===== config.mk =====
export PLATFORM = sky130hd
export DESIGN_NAME = fetch_ctrl
export DESIGN_NICKNAME = d
export VERILOG_FILES = /design/src/rtl/fetch_ctrl.sv
export SDC_FILE = /design/constraint.sdc
export NUM_CORES = 1
export LEC_CHECK = 0
export BUFFER_PORTS_ARGS = -buffer_cell sky130_fd_sc_hd__clkbuf_2
export CAP_MARGIN = 20
export CORE_UTILIZATION = 55
export DETAILED_ROUTE_END_ITERATION = 10
export GPL_ROUTABILITY_DRIVEN = 1
export HOLD_SLACK_MARGIN = 0.15
export PLACE_DENSITY = 0.8
export SLEW_MARGIN = 25
export SYNTH_ARGS = -nofsm -noshare
export SYNTH_HDL_FRONTEND = slang
export SYNTH_SLANG_ARGS = --single-unit

===== constraint.sdc =====
create_clock -name clk -period 3.05 [get_ports clk]
set_clock_uncertainty 0.2 [all_clocks]
set_input_delay 0.61 -clock clk [delete_from_list [all_inputs] [get_ports clk]]
set_output_delay 0.61 -clock clk [all_outputs]
set_load 0.02 [all_outputs]

===== src/rtl/fetch_ctrl.sv =====
`default_nettype none
// ============================================================================
//  Module      : fetch_ctrl
//  Description : Instruction fetch controller. Holds the fetch PC, reads the
//                instruction memory combinationally and queues {pc, inst}
//                pairs in a 2-entry FIFO for decode. Aligned redirects flush
//                the queue; misaligned redirects lock the block in FAULT.
//  Revision    : 1.0 - initial release
// ============================================================================
module fetch_ctrl #(
  parameter logic [31:0] RESET_PC = 32'h0000_0000
) (
  input  logic        clk,
  input  logic        rst_n,
  input  logic        fetch_en,
  output logic [31:0] im_addr,
  input  logic [31:0] im_inst,
  input  logic        redirect_valid,
  input  logic [31:0] redirect_pc,
  output logic        if_valid,
  input  logic        if_ready,
  output logic [31:0] if_inst,
  output logic [31:0] if_pc,
  output logic        fault
);

  localparam logic [1:0] c_IDLE  = 2'd0;
  localparam logic [1:0] c_RUN   = 2'd1;
  localparam logic [1:0] c_FAULT = 2'd2;

  logic [1:0]  r_state;
  logic [31:0] r_fpc;
  logic [1:0]  r_count;
  // Entry 0 is always the head; entry 1 is valid only when count is 2.
  logic [31:0] r_pc0, r_pc1;
  logic [31:0] r_inst0, r_inst1;

  logic w_pop;
  logic w_push;
  logic w_redir;
  logic w_misal;

  // Handshake and control decode.
  always_comb begin
    w_redir  = redirect_valid && (r_state != c_FAULT);
    w_misal  = |redirect_pc[1:0];
    w_pop    = if_valid && if_ready;
    // A pop frees a slot in the same cycle, so a full queue still accepts.
    w_push   = (r_state == c_RUN) && !redirect_valid && ((r_count != 2'd2) || w_pop);
  end

  // Head presentation; zeros when empty so decode never sees stale data.
  always_comb begin
    im_addr  = r_fpc;
    fault    = (r_state == c_FAULT);
    if_valid = (r_count != 2'd0) && (r_state != c_FAULT);
    if_pc    = (r_count != 2'd0) ? r_pc0   : 32'h0;
    if_inst  = (r_count != 2'd0) ? r_inst0 : 32'h0;
  end

  // Control state: FAULT is terminal until reset, otherwise follow fetch_en.
  always_ff @(posedge clk or negedge rst_n) begin
    if (!rst_n) begin
      r_state <= c_IDLE;
    end else if (r_state == c_FAULT) begin
      r_state <= c_FAULT;
    end else if (w_redir && w_misal) begin
      r_state <= c_FAULT;
    end else if (fetch_en) begin
      r_state <= c_RUN;
    end else begin
      r_state <= c_IDLE;
    end
  end

  // Fetch PC: aligned redirect wins, otherwise advance on every push.
  always_ff @(posedge clk or negedge rst_n) begin
    if (!rst_n) begin
      r_fpc <= RESET_PC;
    end else if (w_redir && !w_misal) begin
      r_fpc <= redirect_pc;
    end else if (w_push) begin
      r_fpc <= r_fpc + 32'd4;
    end
  end

  // Two-entry queue; any redirect (aligned or not) empties it.
  always_ff @(posedge clk or negedge rst_n) begin
    if (!rst_n) begin
      r_count <= 2'd0;
      r_pc0   <= 32'h0;
      r_pc1   <= 32'h0;
      r_inst0 <= 32'h0;
      r_inst1 <= 32'h0;
    end else if (w_redir) begin
      r_count <= 2'd0;
    end else begin
      case ({w_push, w_pop})
        2'b01: begin
          r_pc0   <= r_pc1;
          r_inst0 <= r_inst1;
          r_count <= r_count - 2'd1;
        end
        2'b10: begin
          if (r_count == 2'd0) begin
            r_pc0   <= r_fpc;
            r_inst0 <= im_inst;
          end else begin
            r_pc1   <= r_fpc;
            r_inst1 <= im_inst;
          end
          r_count <= r_count + 2'd1;
        end
        2'b11: begin
          // Count unchanged: the new word lands behind whatever remains.
          if (r_count == 2'd1) begin
            r_pc0   <= r_fpc;
            r_inst0 <= im_inst;
          end else begin
            r_pc0   <= r_pc1;
            r_inst0 <= r_inst1;
            r_pc1   <= r_fpc;
            r_inst1 <= im_inst;
          end
        end
        default: begin
          r_count <= r_count;
        end
      endcase
    end
  end

endmodule
`default_nettype wire


[Word level (Yosys, flattened, before mapping)]
Cells that the tools add are included.
Cells by class
  eq/ne operators: 11
  bitwise gates (word level): 1
  multiplexer cells: 21
  reduce and logical (&&, ||, !) cells: 19
  add/subtract/negate cells: 3
Operators by type and width (number)
  $mux W32: 12
  $pmux W32 S3: 2
  $pmux W32 S2: 2
  $add A32 B3 Y32 const B: 1
  $ne A2 B2 Y1 const B: 5
  $logic_and A1 B1 Y1: 7
  $eq A2 B1 Y1 const B: 3
  $eq A2 B2 Y1 const B: 3
  $mux W2: 3
  $reduce_bool A2 Y1: 3
  $reduce_bool A3 Y1: 2
  $pmux W2 S2: 1
  $reduce_and A4 Y1: 1
  $reduce_and A3 Y1: 1
  $add A2 B1 Y2 const B: 1
  $logic_not A1 Y1: 2
  $logic_not A2 Y1: 1
  $reduce_or A2 Y1: 1
  $sub A2 B1 Y2 const B: 1
  $logic_or A1 B1 Y1: 1
  $mux W1: 1
  $not A1 Y1: 1
Storage, ports and cells
  flip-flop bits (word level): 164
  logic and storage cells: 62
  output and inout bits: 98

[Logic depth before layout (Yosys ltp)]
  depth in word-level cells: 8
  gate-level depth with buffers: 10
  depth with buffers taken out: 7

[Least setup slack after synthesis]
OpenSTA, ideal clock, no wires.
  path kind: input to register
  start: input redirect_valid
  end: register r_inst1[31]
  required time: 2.725 ns
  library setup time: 0.125 ns
  path buffers: 2
  stages: 5
  slack: 0.388 ns
  data arrival time: 2.338 ns
  path through: or3b_1 buf_2 a2111oi_4 buf_6 mux2_2
Between the ends
  cells in the longest elaborated chain, start to end: 6
Ends and longest elaborated chain
  start: declaration: line 18  | input logic redirect_valid,
  $logic_not A1 Y1: line 49  | w_push = (r_state == c_RUN) && !redirect_valid && ((r_count != 2'd2) || w_pop);
  $logic_and A1 B1 Y1 (2 in a row): line 49
  $eq A2 B2 Y1: line 98  | case ({w_push, w_pop})
  $ne A2 B2 Y1 (no source line) / $reduce_bool A2 Y1 (equally long branches)
  $reduce_and A4 Y1 (no source line)
  end signal: assignment: line 110  | r_inst1 <= im_inst;
  end signal: assignment: line 123  | r_inst1 <= im_inst;
  end: declaration: line 36  | logic [31:0] r_inst0, r_inst1;
Parallel ways exist; a longest one is shown, timed or not.
A chain may end at the register's enable or synchronous reset.

[Worst setup path in the final report]
  start: register r_count[0]
  end: register r_fpc[7] (netlist: im_addr[7])
Between the ends
  cells in the longest elaborated chain, start to end: 6
Ends and longest elaborated chain
  start: declaration: line 33  | logic [1:0] r_count;
  start signal: assignment: line 102  | r_count <= r_count - 2'd1;
  start signal: assignment: line 112  | r_count <= r_count + 2'd1;
  start signal: assignment: line 127  | r_count <= r_count;
  $reduce_bool A2 Y1: line 56  | if_valid = (r_count != 2'd0) && (r_state != c_FAULT);
  $logic_and A1 B1 Y1: line 56
  $logic_and A1 B1 Y1: line 47  | w_pop = if_valid && if_ready;
  $logic_or A1 B1 Y1 *: line 49
  $logic_and A1 B1 Y1 *: line 49
  $reduce_bool A2 Y1 (no source line) *
  end signal: assignment: line 81  | r_fpc <= redirect_pc;
  end signal: assignment: line 83  | r_fpc <= r_fpc + 32'd4;
  end: declaration: line 32  | logic [31:0] r_fpc;
Every way passes the cells marked *; elsewhere a longest branch is shown, timed or not.

==> results.yml <==
detailed_routing:
  drc_errors: 0
  wire_per_inst_um: 16.3
  drtIter0Drc: 400
  antenna_left: 0
  routed_via_density: 5.58
  vias: 6083
  firstDrtPassIters: 5
  wl_um: 17800
worst_setup_path:
  cp.arrival_ns: 2.93
  worstSetupStartpointType: "flip-flop"
  endpoint_kind: "flip-flop"
  path_class: "reg2reg"
  reg2reg_from: "r_count[0]"
  r2r-end: "im_addr[7]"
  cp.required_ns: 3.15
  crit_fanout: 10
  worstRegToRegCells: 8
  reg2reg_slack_ns: 0.22
cts:
  cts.sinks: 164
  clkTransAtPathRegs_ns: 0.06
  postCtsResizedCells: 0
  clkLatencyLatePin_ns: 0.42
  cts_setup_buffers: 0
  htreeDepth: 4
  cts_tree: "done"
  cts_buffers: 17
  clock-root-buffer: "clkbuf_16"
  cts_buffer_depth: 2
  cts_hold_buf: 1
sta:
  rsz0062_at_grt: "false"
  period_needed_ns: 2.83
  slew_viol_final: 0
  period_share_pct: 92.8
  slew-limit-headroom_pct: 48.1
  setup_viol: 0
  fmaxAchievable_mhz: 353
  holdWs_ns: 0.195
  final_hold_viol_count: 0
  worst_slew_pin_slew_ns: 0.777
  fin_tns_setup_ns: 0
  fin_ws_ns: 0.219
finish:
  stdcell_area_um2: 9580
  layout-drive-gt1-share_pct: 30.1
  antenna_cells: 0
  syn_to_final_growth_pct: 20.6
  multi_input_area_um2: 3590
  regArea_um2: 4100
  nets: 972
  filler_cell_count: 1104
worst_hold_path:
  whs_endpoint: "im_addr[15]"
  min-delay-path-class: "in2reg"
  hold_start: "redirect_pc[15]"
  holdPathStages: 3
floorplanning:
  rows: 43
  die-area_um2: 14900
  coreArea_um2: 14000
  design.portCount: 167
  die_h_um: 122
  initial_core_util_pct: 56.8
  fp.dieW_um: 122
power:
  power.switching_uw: 871
  p_leak_uw: 0.00511
  pwr-share-clk_pct: 47.6
  pwr-share-comb_pct: 2.7
  p_int_uw: 3510
  power_per_cell_area_nw_per_um2: 457
  irDropWorstVdd_uv: 360
  p_sw_share_pct: 19.9
  design_power_total_uw: 4380
  seq_power_share_pct: 49.7
global_routing:
  grt_use_total_pct: 25.3
  grt_pass1_wl_um: 28900
  grt_pass1_vias: 5728
  overflow: 0
  antenna_found_initial: 0
  grt_max_degree: 129
yosys:
  syn_inst: 746
  synth_cell_types: 51
  ys_seq_area_share_pct: 51.7
  synth-edff-count: 0
  synthesis.nets: 819
  avgSynthCellArea_um2: 10.6
  async_flop_share_pct: 100
  netlist_area_um2: 7940
  ys_seq_elements: 164
  synth-main-ff-cell: "dfrtp_1"
  synth_warnings: 0
placement:
  placed_area_um2: 8970
  dp_hpwl_um: 11900
  place_ws_ns: 0.291
  place_congestion: 0.870
  port_buffers: 166
outcome:
  run_status: "finished clean"
job:
  cap_viol_max_count: 0
==> synthesized netlist by cell type (2+ instances only) <==
| library cell | n | area (um2) |
|---|---|---|
| dfrtp_1 | 164 | 4100 |
| nand2_1 | 107 | 402 |
| o21ai_0 | 82 | 410 |
| nor2b_1 | 68 | 425 |
| mux2i_1 | 64 | 641 |
| mux2_2 | 59 | 664 |
| clkbuf_1 | 32 | 120 |
| nor2_1 | 23 | 86.3 |
| nand4_1 | 16 | 100 |
| xor2_1 | 13 | 114 |
| nand3_1 | 12 | 60.1 |
| a21oi_1 | 10 | 50.1 |
| buf_2 | 9 | 45.0 |
| inv_1 | 9 | 33.8 |
| nor3_1 | 7 | 35.0 |
| buf_6 | 6 | 67.6 |
| a211oi_1 | 5 | 37.5 |
| and3_1 | 5 | 31.3 |
| mux2_1 | 5 | 56.3 |
| ha_1 | 4 | 50.1 |
| a21o_1 | 3 | 22.5 |
| and2_1 | 3 | 18.8 |
| o221a_2 | 3 | 33.8 |
| xnor2_1 | 3 | 26.3 |
| a2111oi_0 | 2 | 17.5 |
| a2111oi_4 | 2 | 55.1 |
| a311oi_1 | 2 | 17.5 |
| a31oi_1 | 2 | 12.5 |
| a32oi_1 | 2 | 17.5 |
| nand2b_1 | 2 | 12.5 |
| o221ai_1 | 2 | 17.5 |
==> critical path, cell delays in order, from the launching register on <==
cell and delay, ns:
dfrtp_1 0.42, inv_1 0.17, ha_2 0.23, nand2b_1 0.42
a21oi_1 0.17, buf_4 0.20, nor2_1 0.49, nor2_1 0.14
o221a_2 0.27
==> metrics by stage <==
stage	std cells	utilization, %
CTS	1090	68.3
detailed placement	1058	64.1
finish	1091	68.5
floorplan	746	-
global route	1091	68.5
global placement	1058	64.1
==> cell type report <==
class                   count  share of cell area [%]
flip-flops and latches    164                    42.8
well taps                 180                    2.35
repair buffers            182                    11.0
multi-input cells         525                    37.5
clock inverters             4                   0.731
inverters                   9                   0.353
clock buffers              27                    5.25
==> flip-flops by register name, indices dropped and copies added, names as in the netlist <==
| signal | cells |
|---|---|
| r_state | 2 |
| r_pc0 | 32 |
| r_inst1 | 32 |
| r_inst0 | 32 |
| r_count | 2 |
| r_pc1 | 32 |
| im_addr | 32 |
==> metal layers <==
| layer | share of wire (%) | track usage [%] | up-vias | wire (um) |
|---|---|---|---|---|
| met3 | 4.8 | 4.49 | 35 | 849 |
| met5 | 0 | 0 | - | 0 |
| met4 | 2.4 | 10.6 | 0 | 431 |
| met2 | 49 | 40.0 | 173 | 8720 |
| li1 | - | - | 2903 | - |
| met1 | 44 | 34.5 | 2972 | 7820 |
==> worst max path at each step <==
stage | from | end | slack (ns) | cells past startpoint
final | r_count[0] | im_addr[7] | 0.22 | 8
after global routing | r_count[0] | im_addr[7] | 0.11 | 8
after CTS | r_count[0] | r_inst0[16] | 0.27 | 5
after detailed placement | redirect_valid | r_pc1[4] | 0.29 | 5
after global placement | redirect_valid | r_pc1[19] | 0.32 | 5
after floorplan | redirect_valid | r_inst1[31] | 0.39 | 5
==> power by group through the flow <==
stage                     sequential [uW]  clock (uW)  combinational (uW)
final                                2180        2080                 117
after global routing                 2170        2210                 131
after CTS                            2180        2110                 120
after detailed placement             2220           0                 118
after global placement               2220           0                 117
after floorplan                      2220           0                9.48
==> layout by cell type (no fill, tap or decap), types with 9 or more instances in the layout <==
master and instances:
nor2_1 23, a21oi_1 10, clkbuf_2 165, clkbuf_16 17
nand4_1 16, dfrtp_1 164, xor2_1 13, mux2i_1 64
nand3_1 12, nand2_1 107, inv_1 9, nor2b_1 68
mux2_2 59, o21ai_0 82
==> kinds of logic (layout without fill, tap and decap cells) <==
| family | after synthesis | after routing | synth area share, % |
|---|---|---|---|
| adders and majority gates | 4 | 4 | 0.630 |
| muxes | 128 | 128 | 17.1 |
| xor gates and xnor gates | 16 | 16 | 1.76 |
| DFF | 164 | 164 | 51.7 |
| buffers and inverters | 57 | 222 | 3.45 |
| AOI/OAI and AO/OA | 126 | 126 | 9.84 |
| and+or+nand+nor | 251 | 251 | 15.5 |
Power figures use the tool's default switching activity.
